==> config.mk <==
export PLATFORM = sky130hd
export DESIGN_NAME = pe_ctrl_seq
export DESIGN_NICKNAME = d
export VERILOG_FILES = /design/src/rtl/pe_ctrl_seq.sv
export SDC_FILE = /design/constraint.sdc
export NUM_CORES = 1
export LEC_CHECK = 0
export CORE_UTILIZATION = 50
export DETAILED_ROUTE_END_ITERATION = 8
export GPL_TIMING_DRIVEN = 0
export PLACE_DENSITY = 0.86
export SLEW_MARGIN = 20
export SYNTH_ARGS = -nofsm -noshare
export SYNTH_HDL_FRONTEND = slang
export SYNTH_SLANG_ARGS = --single-unit
==> constraint.sdc <==
create_clock -name clk -period 3.6 [get_ports clk]
set_clock_uncertainty 0.15 [all_clocks]
set_input_delay 0.72 -clock clk [delete_from_list [all_inputs] [get_ports clk]]
set_output_delay 0.72 -clock clk [all_outputs]
set_load 0.005 [all_outputs]
==> src/rtl/pe_ctrl_seq.sv <==
// pe_ctrl_seq: sequencer for the PE array on one layer tile.
// It runs K accumulation passes over N PE-buffer entries and then a flush sweep.
// Pass 0 accumulates onto the bias; later passes accumulate onto the buffered partial sum.
// A MACC_LAT-deep delay line turns each issued operand into a buffer write
// (wr_req) or, during flush, into an output strobe (write_valid).

`ifndef SRC_2_BIAS
`define SRC_2_BIAS 1'b0
`endif

module pe_ctrl_seq #(
    parameter int PE_BUF_ADDR_WIDTH = 10,
    parameter int OP_CODE_WIDTH     = 3,
    parameter int CNT_WIDTH         = 16,
    parameter int MACC_LAT          = 3,
    localparam int CTRL_WIDTH       = 10 + 2 * PE_BUF_ADDR_WIDTH
) (
    input  logic                         clk,
    input  logic                         reset,
    input  logic                         start,
    input  logic [PE_BUF_ADDR_WIDTH:0]   cfg_num_out,
    input  logic [CNT_WIDTH-1:0]         cfg_num_pass,
    input  logic [OP_CODE_WIDTH-1:0]     cfg_op_code,
    input  logic                         step,
    output logic [CTRL_WIDTH-1:0]        ctrl,
    output logic                         src_2_sel,
    output logic                         busy,
    output logic                         done,
    output logic                         cfg_err
);

    localparam int AW = PE_BUF_ADDR_WIDTH;

    // Constants sized to their counters so arithmetic stays width-matched.
    localparam logic [AW:0]          ADDR_ONE   = (AW + 1)'(1);
    localparam logic [CNT_WIDTH-1:0] PASS_ONE   = CNT_WIDTH'(1);
    // Smallest N that lets a pass-(p+1) read land after the pass-p write of the same entry.
    localparam logic [AW:0]          HAZARD_MIN = (AW + 1)'(MACC_LAT + 1);

    typedef enum logic [2:0] {
        S_IDLE,
        S_ACC,
        S_DRAIN_ACC,
        S_FLUSH,
        S_DRAIN_FL
    } state_t;

    state_t                 state_q, state_d;
    logic [AW:0]            addr_q, addr_d;
    logic [CNT_WIDTH-1:0]   pass_q, pass_d;
    logic [AW:0]            num_out_q, num_out_d;
    logic [CNT_WIDTH-1:0]   num_pass_q, num_pass_d;
    logic [OP_CODE_WIDTH-1:0] op_q, op_d;
    logic                   done_q, done_d;
    logic                   cfg_err_q, cfg_err_d;

    // Delay line: one entry per issued operand, tagged WR (accumulate) or FL (flush).
    logic                   dl_vld_q  [MACC_LAT];
    logic                   dl_fl_q   [MACC_LAT];
    logic [AW-1:0]          dl_addr_q [MACC_LAT];

    logic                   push_vld;
    logic                   push_fl;
    logic                   dl_any;
    logic                   dl_pending;

    logic                   issue;
    logic                   flush_rd;
    logic                   cfg_bad;
    logic                   last_addr;
    logic                   last_pass;

    // Configuration screening applied to a start seen in IDLE.
    always_comb begin
        cfg_bad = (cfg_num_out == '0) ||
                  (cfg_num_pass == '0) ||
                  ((cfg_num_pass > PASS_ONE) && (cfg_num_out < HAZARD_MIN));
    end

    // End-of-sweep and end-of-tile position flags.
    always_comb begin
        last_addr = (addr_q == (num_out_q - ADDR_ONE));
        last_pass = (pass_q == (num_pass_q - PASS_ONE));
    end

    // Delay-line occupancy: dl_any covers every stage; dl_pending excludes the
    // output stage, i.e. "something is still in flight after this cycle".
    always_comb begin
        dl_any     = 1'b0;
        dl_pending = 1'b0;
        for (int i = 0; i < MACC_LAT; i++) begin
            dl_any = dl_any | dl_vld_q[i];
            if (i < MACC_LAT - 1) begin
                dl_pending = dl_pending | dl_vld_q[i];
            end
        end
    end

    // Next-state logic for the sequencer and its counters.
    always_comb begin
        state_d    = state_q;
        addr_d     = addr_q;
        pass_d     = pass_q;
        num_out_d  = num_out_q;
        num_pass_d = num_pass_q;
        op_d       = op_q;
        done_d     = 1'b0;
        cfg_err_d  = 1'b0;
        push_vld   = 1'b0;
        push_fl    = 1'b0;
        issue      = 1'b0;
        flush_rd   = 1'b0;

        unique case (state_q)
            S_IDLE: begin
                if (start) begin
                    if (cfg_bad) begin
                        cfg_err_d = 1'b1;
                    end else begin
                        num_out_d  = cfg_num_out;
                        num_pass_d = cfg_num_pass;
                        op_d       = cfg_op_code;
                        addr_d     = '0;
                        pass_d     = '0;
                        state_d    = S_ACC;
                    end
                end
            end

            S_ACC: begin
                if (step) begin
                    issue    = 1'b1;
                    push_vld = 1'b1;
                    if (last_addr) begin
                        addr_d = '0;
                        pass_d = pass_q + PASS_ONE;
                        if (last_pass) begin
                            state_d = S_DRAIN_ACC;
                        end
                    end else begin
                        addr_d = addr_q + ADDR_ONE;
                    end
                end
            end

            S_DRAIN_ACC: begin
                // Wait until the final accumulate write has fully left the
                // line so flush reads observe committed sums.
                if (!dl_any) begin
                    addr_d  = '0;
                    state_d = S_FLUSH;
                end
            end

            S_FLUSH: begin
                flush_rd = 1'b1;
                push_vld = 1'b1;
                push_fl  = 1'b1;
                if (last_addr) begin
                    addr_d  = '0;
                    state_d = S_DRAIN_FL;
                end else begin
                    addr_d = addr_q + ADDR_ONE;
                end
            end

            S_DRAIN_FL: begin
                // The last write_valid is at the output this cycle; done
                // follows in IDLE so busy is already low alongside it.
                if (!dl_pending) begin
                    done_d  = 1'b1;
                    state_d = S_IDLE;
                end
            end

            default: begin
                state_d = S_IDLE;
            end
        endcase
    end

    // Sequencer state and counter registers.
    always_ff @(posedge clk) begin
        if (reset) begin
            state_q    <= S_IDLE;
            addr_q     <= '0;
            pass_q     <= '0;
            num_out_q  <= '0;
            num_pass_q <= '0;
            op_q       <= '0;
            done_q     <= 1'b0;
            cfg_err_q  <= 1'b0;
        end else begin
            state_q    <= state_d;
            addr_q     <= addr_d;
            pass_q     <= pass_d;
            num_out_q  <= num_out_d;
            num_pass_q <= num_pass_d;
            op_q       <= op_d;
            done_q     <= done_d;
            cfg_err_q  <= cfg_err_d;
        end
    end

    // Delay-line head: capture this cycle's issue (or a bubble).
    always_ff @(posedge clk) begin
        if (reset) begin
            dl_vld_q[0]  <= 1'b0;
            dl_fl_q[0]   <= 1'b0;
            dl_addr_q[0] <= '0;
        end else begin
            dl_vld_q[0]  <= push_vld;
            dl_fl_q[0]   <= push_fl;
            dl_addr_q[0] <= push_vld ? addr_q[AW-1:0] : '0;
        end
    end

    // Remaining delay-line stages shift unconditionally every cycle.
    generate
        for (genvar gi = 1; gi < MACC_LAT; gi++) begin : g_dl
            always_ff @(posedge clk) begin
                if (reset) begin
                    dl_vld_q[gi]  <= 1'b0;
                    dl_fl_q[gi]   <= 1'b0;
                    dl_addr_q[gi] <= '0;
                end else begin
                    dl_vld_q[gi]  <= dl_vld_q[gi-1];
                    dl_fl_q[gi]   <= dl_fl_q[gi-1];
                    dl_addr_q[gi] <= dl_addr_q[gi-1];
                end
            end
        end
    endgenerate

    logic          rd_req;
    logic          wr_req;
    logic          write_valid;
    logic [AW-1:0] rd_addr;
    logic [AW-1:0] wr_addr;
    logic [2:0]    op_slot;

    // Control word fields; everything idles at zero so reset leaves ctrl=0.
    always_comb begin
        rd_req      = (issue && (pass_q != '0)) || flush_rd;
        rd_addr     = (issue || flush_rd) ? addr_q[AW-1:0] : '0;
        wr_req      = dl_vld_q[MACC_LAT-1] && !dl_fl_q[MACC_LAT-1];
        write_valid = dl_vld_q[MACC_LAT-1] && dl_fl_q[MACC_LAT-1];
        wr_addr     = dl_vld_q[MACC_LAT-1] ? dl_addr_q[MACC_LAT-1] : '0;
        op_slot     = issue ? 3'(op_q) : 3'b000;
        src_2_sel   = 1'b0;
        if (issue) begin
            src_2_sel = (pass_q == '0) ? `SRC_2_BIAS : ~`SRC_2_BIAS;
        end
    end

    // LRN push/pop are not driven by this sequencer and stay low.
    assign ctrl = {1'b0, 1'b0, rd_addr, wr_addr, flush_rd, write_valid,
                   wr_req, rd_req, issue, op_slot};

    assign busy    = (state_q != S_IDLE);
    assign done    = done_q;
    assign cfg_err = cfg_err_q;

endmodule

==> results of run 1 <==
-- critical path, cell delays in order, from the launching register on --
cell and delay, ns:
dfxtp_2 0.41, or4_1 0.53, nor4_2 0.33, a31oi_2 0.18, or2_2 0.31, buf_4 0.13
clkdlybuf4s50_1 0.44
-- through the flow --
stage / cells / cell area (µm²) / worst slack, ns
after floorplan: 567 / 4981 / 0.5850
after global placement: 765 / 5798 / -0.4326
after detailed placement: 765 / 5798 / -0.4546
after CTS: 781 / 6020 / 0.05231
after global routing: 780 / 6038 / -0.06969
final: 780 / 6038 / 0.02612
-- power groups by stage --
stage | clock [mW] | sequential, mW | combinational, mW
finish | 0.718 | 1.14 | 0.362
global route | 0.769 | 1.15 | 0.392
CTS | 0.718 | 1.14 | 0.355
detailed placement | 0 | 1.17 | 0.351
global placement | 0 | 1.16 | 0.334
floorplan | 0 | 1.16 | 0.248
-- layout make-up --
type	instances	area share, %
Buffer	42	3.108
Clock buffer	9	2.051
Clock inverter	7	1.347
Inverter	15	0.9324
Multi-Input combinational cell	411	46.52
Sequential cell	98	32.51
Tap cell	133	2.756
Timing Repair Buffer	65	10.77
-- cells in the mapped netlist, types with 9 or more instances --
library cell  count
o31ai_1          14
and3_1           11
and2_1           34
nand2_1          21
nor3_1           15
nor2b_1          27
xor2_1           17
a21oi_1          24
mux2i_1          33
nand4_1           9
nand3_1          10
dfxtp_1          98
xnor2_1          22
clkbuf_1         27
nor4_1           13
nor2_1           58
or4_1            17
inv_1            14
-- registers in the layout, indices dropped and copies added, names as in the netlist --
signal      flops
addr_q         11
cfg_err         1
dl_addr_q      30
dl_fl_q         3
dl_vld_q        3
done            1
num_out_q      11
num_pass_q     16
op_q            3
pass_q         16
state_q         3
-- cells in the final DEF, fill, tap and decap left out, types with 3 or more instances in the layout --
cell type / count
a211oi_1: 3
a21oi_1: 24
a31o_1: 4
and2_1: 34
and3_1: 11
buf_1: 7
buf_4: 7
clkbuf_1: 25
clkbuf_8: 9
clkdlybuf4s50_1: 65
dfxtp_1: 97
ha_1: 5
inv_1: 14
mux2i_1: 33
nand2_1: 20
nand3_1: 10
nand3b_1: 4
nand4_1: 9
nand4b_1: 5
nor2_1: 58
nor2b_1: 27
nor3_1: 14
nor4_1: 11
nor4b_1: 5
o21a_1: 3
o21ai_0: 7
o21ai_1: 3
o31ai_1: 14
or3_1: 7
or4_1: 17
or4b_1: 3
xnor2_1: 22
xor2_1: 17
-- worst paths after layout --
| kind | startpoint | endpoint | slack, ns |
|---|---|---|---|
| min | dl_addr_q[0][5] | dl_addr_q[1][5] | 0.29 |
| min reg2reg | dl_addr_q[0][5] | dl_addr_q[1][5] | 0.29 |
| max | pass_q[10] | ctrl[4] | 0.03 |
| max reg2reg | num_out_q[0] | pass_q[3] | 0.19 |
-- kinds of logic after synthesis --
logic type | after synthesis | synth area share [%]
compound gates | 82 | 12.29
xor+xnor | 39 | 6.863
fa+ha+maj | 5 | 1.257
buf+inv | 58 | 4.952
flops | 98 | 39.42
mux | 35 | 7.089
other cells | 1 | 0.07534
simple gates | 248 | 28.05
-- per-layer routing --
metal	track usage (%)	up-vias	share of wire, %
li1	-	2149	-
met3	4.762	23	7.0
met2	39.29	202	48
met5	0	-	0
met4	8.361	0	1.8
met1	30.00	2088	43
-- repair_timing --
action,4_1_cts,5_1_grt
pin swaps,0,2
resized for setup,5,5
buffers inserted,0,0
setup endpoints to repair,8,12
hold buffers,0,0
==> reports/qor.yml, run 1 <==
p_comb_share_pct: 16.3
maxSlewViolCount: 0
reg2reg_depth: 9
synth_seq_cells: 98
clkPwrFrac_pct: 32.3
gr-usage-all-layers_pct: 23.49
synthTopCellsByArea: "dfxtp_1, mux2i_1, nor2_1"
start_kind: "flip-flop"
htree_levels: 3
drive_gt1_share_pct: 6.955
root_buffer: "clkbuf_8"
synth_edf_count: 0
internal-power_mw: 1.551
worst_pin_slew_ns: 0.7983
cts_inserted_buffers: 9
fin_util_pct: 62.06
period_needed_ns: 3.574
rsz0062_at_grt: "true"
grt_pass1_vias: 4069
setup-tns-final_ns: 0
cts.sinks: 98
antenna_cells: 0
hpwl_um: 8898
cts_tree: "yes"
max_freq_mhz: 279.8
synth_top_area_cell: "dfxtp_1"
io_pins: 68
critPathCaptureType: "output pin"
seqCellArea_mm2: 0.001963
cap_violations: 0
slew_headroom_pct: 46.43
dieArea_mm2: 0.01036
area.growth.synth_to_final_pct: 21.32
peakVddDrop_mv: 0.2124
vias_per_cell: 5.721
async_flop_share_pct: 0
routed_wl_um: 11980
initial_core_util_pct: 51.16
drc: 0
multiInputGateArea_mm2: 0.002809
hold_path_class: "flip-flop to flip-flop"
place_congestion: 0.9093
critPathArrivalTime_ns: 2.70
antenna_found_initial: 0
vias: 4462
p_leak_nw: 2.214
ys_warn_count: 0
seq_power_share_pct: 51.4
min_path_cells: 1
setup_viol: 0
die_x_um: 101.8
synthCells: 566
port_buffers: 65
crit_fanout: 8
ys_types: 61
ys_seq_area_share_pct: 39.42
crit_type: "flip-flop to output pin"
switching_share_pct: 30.19
cts_buffer_depth: 2
required_ns: 2.73
grt_max_degree: 21
clock_latency_ns: 0.38
period_share_pct: 99.27
grt_pass1_wl_um: 18920
wl_per_cell_um: 15.36
firstDrtPassIters: 6
grt_overflow: 0
whs_ns: 0.2921
netSwitchingPower_mw: 0.6707
filler_cell_count: 827
path_clk_slew_ns: 0.11
ant_nets: 0
total_power_mw: 2.222
finalNetCount: 681
finalHoldViolCount: 0
p_per_area_mw_per_mm2: 368.0
netlist_area_mm2: 0.004977
outcome: "completed"
drt_iter0_markers: 417
avgSynthCellArea_um2: 8.794
rows: 36
yosysTopAreaCellShare_pct: 39.42
synth_flop_cell: "dfxtp_1"
core_area_mm2: 0.009729
die_h_um: 101.8
No activity file was read; power rests on OpenSTA's default activity.
==> inputs of run 2 (changes only) <==
Settings changed: ABC_CLOCK_PERIOD_IN_PS set to 3600, CTS_CLUSTER_SIZE set to 30.
==> results of run 2 <==
Same layout as run 1: the final DEF is identical, and so are final timing and power.
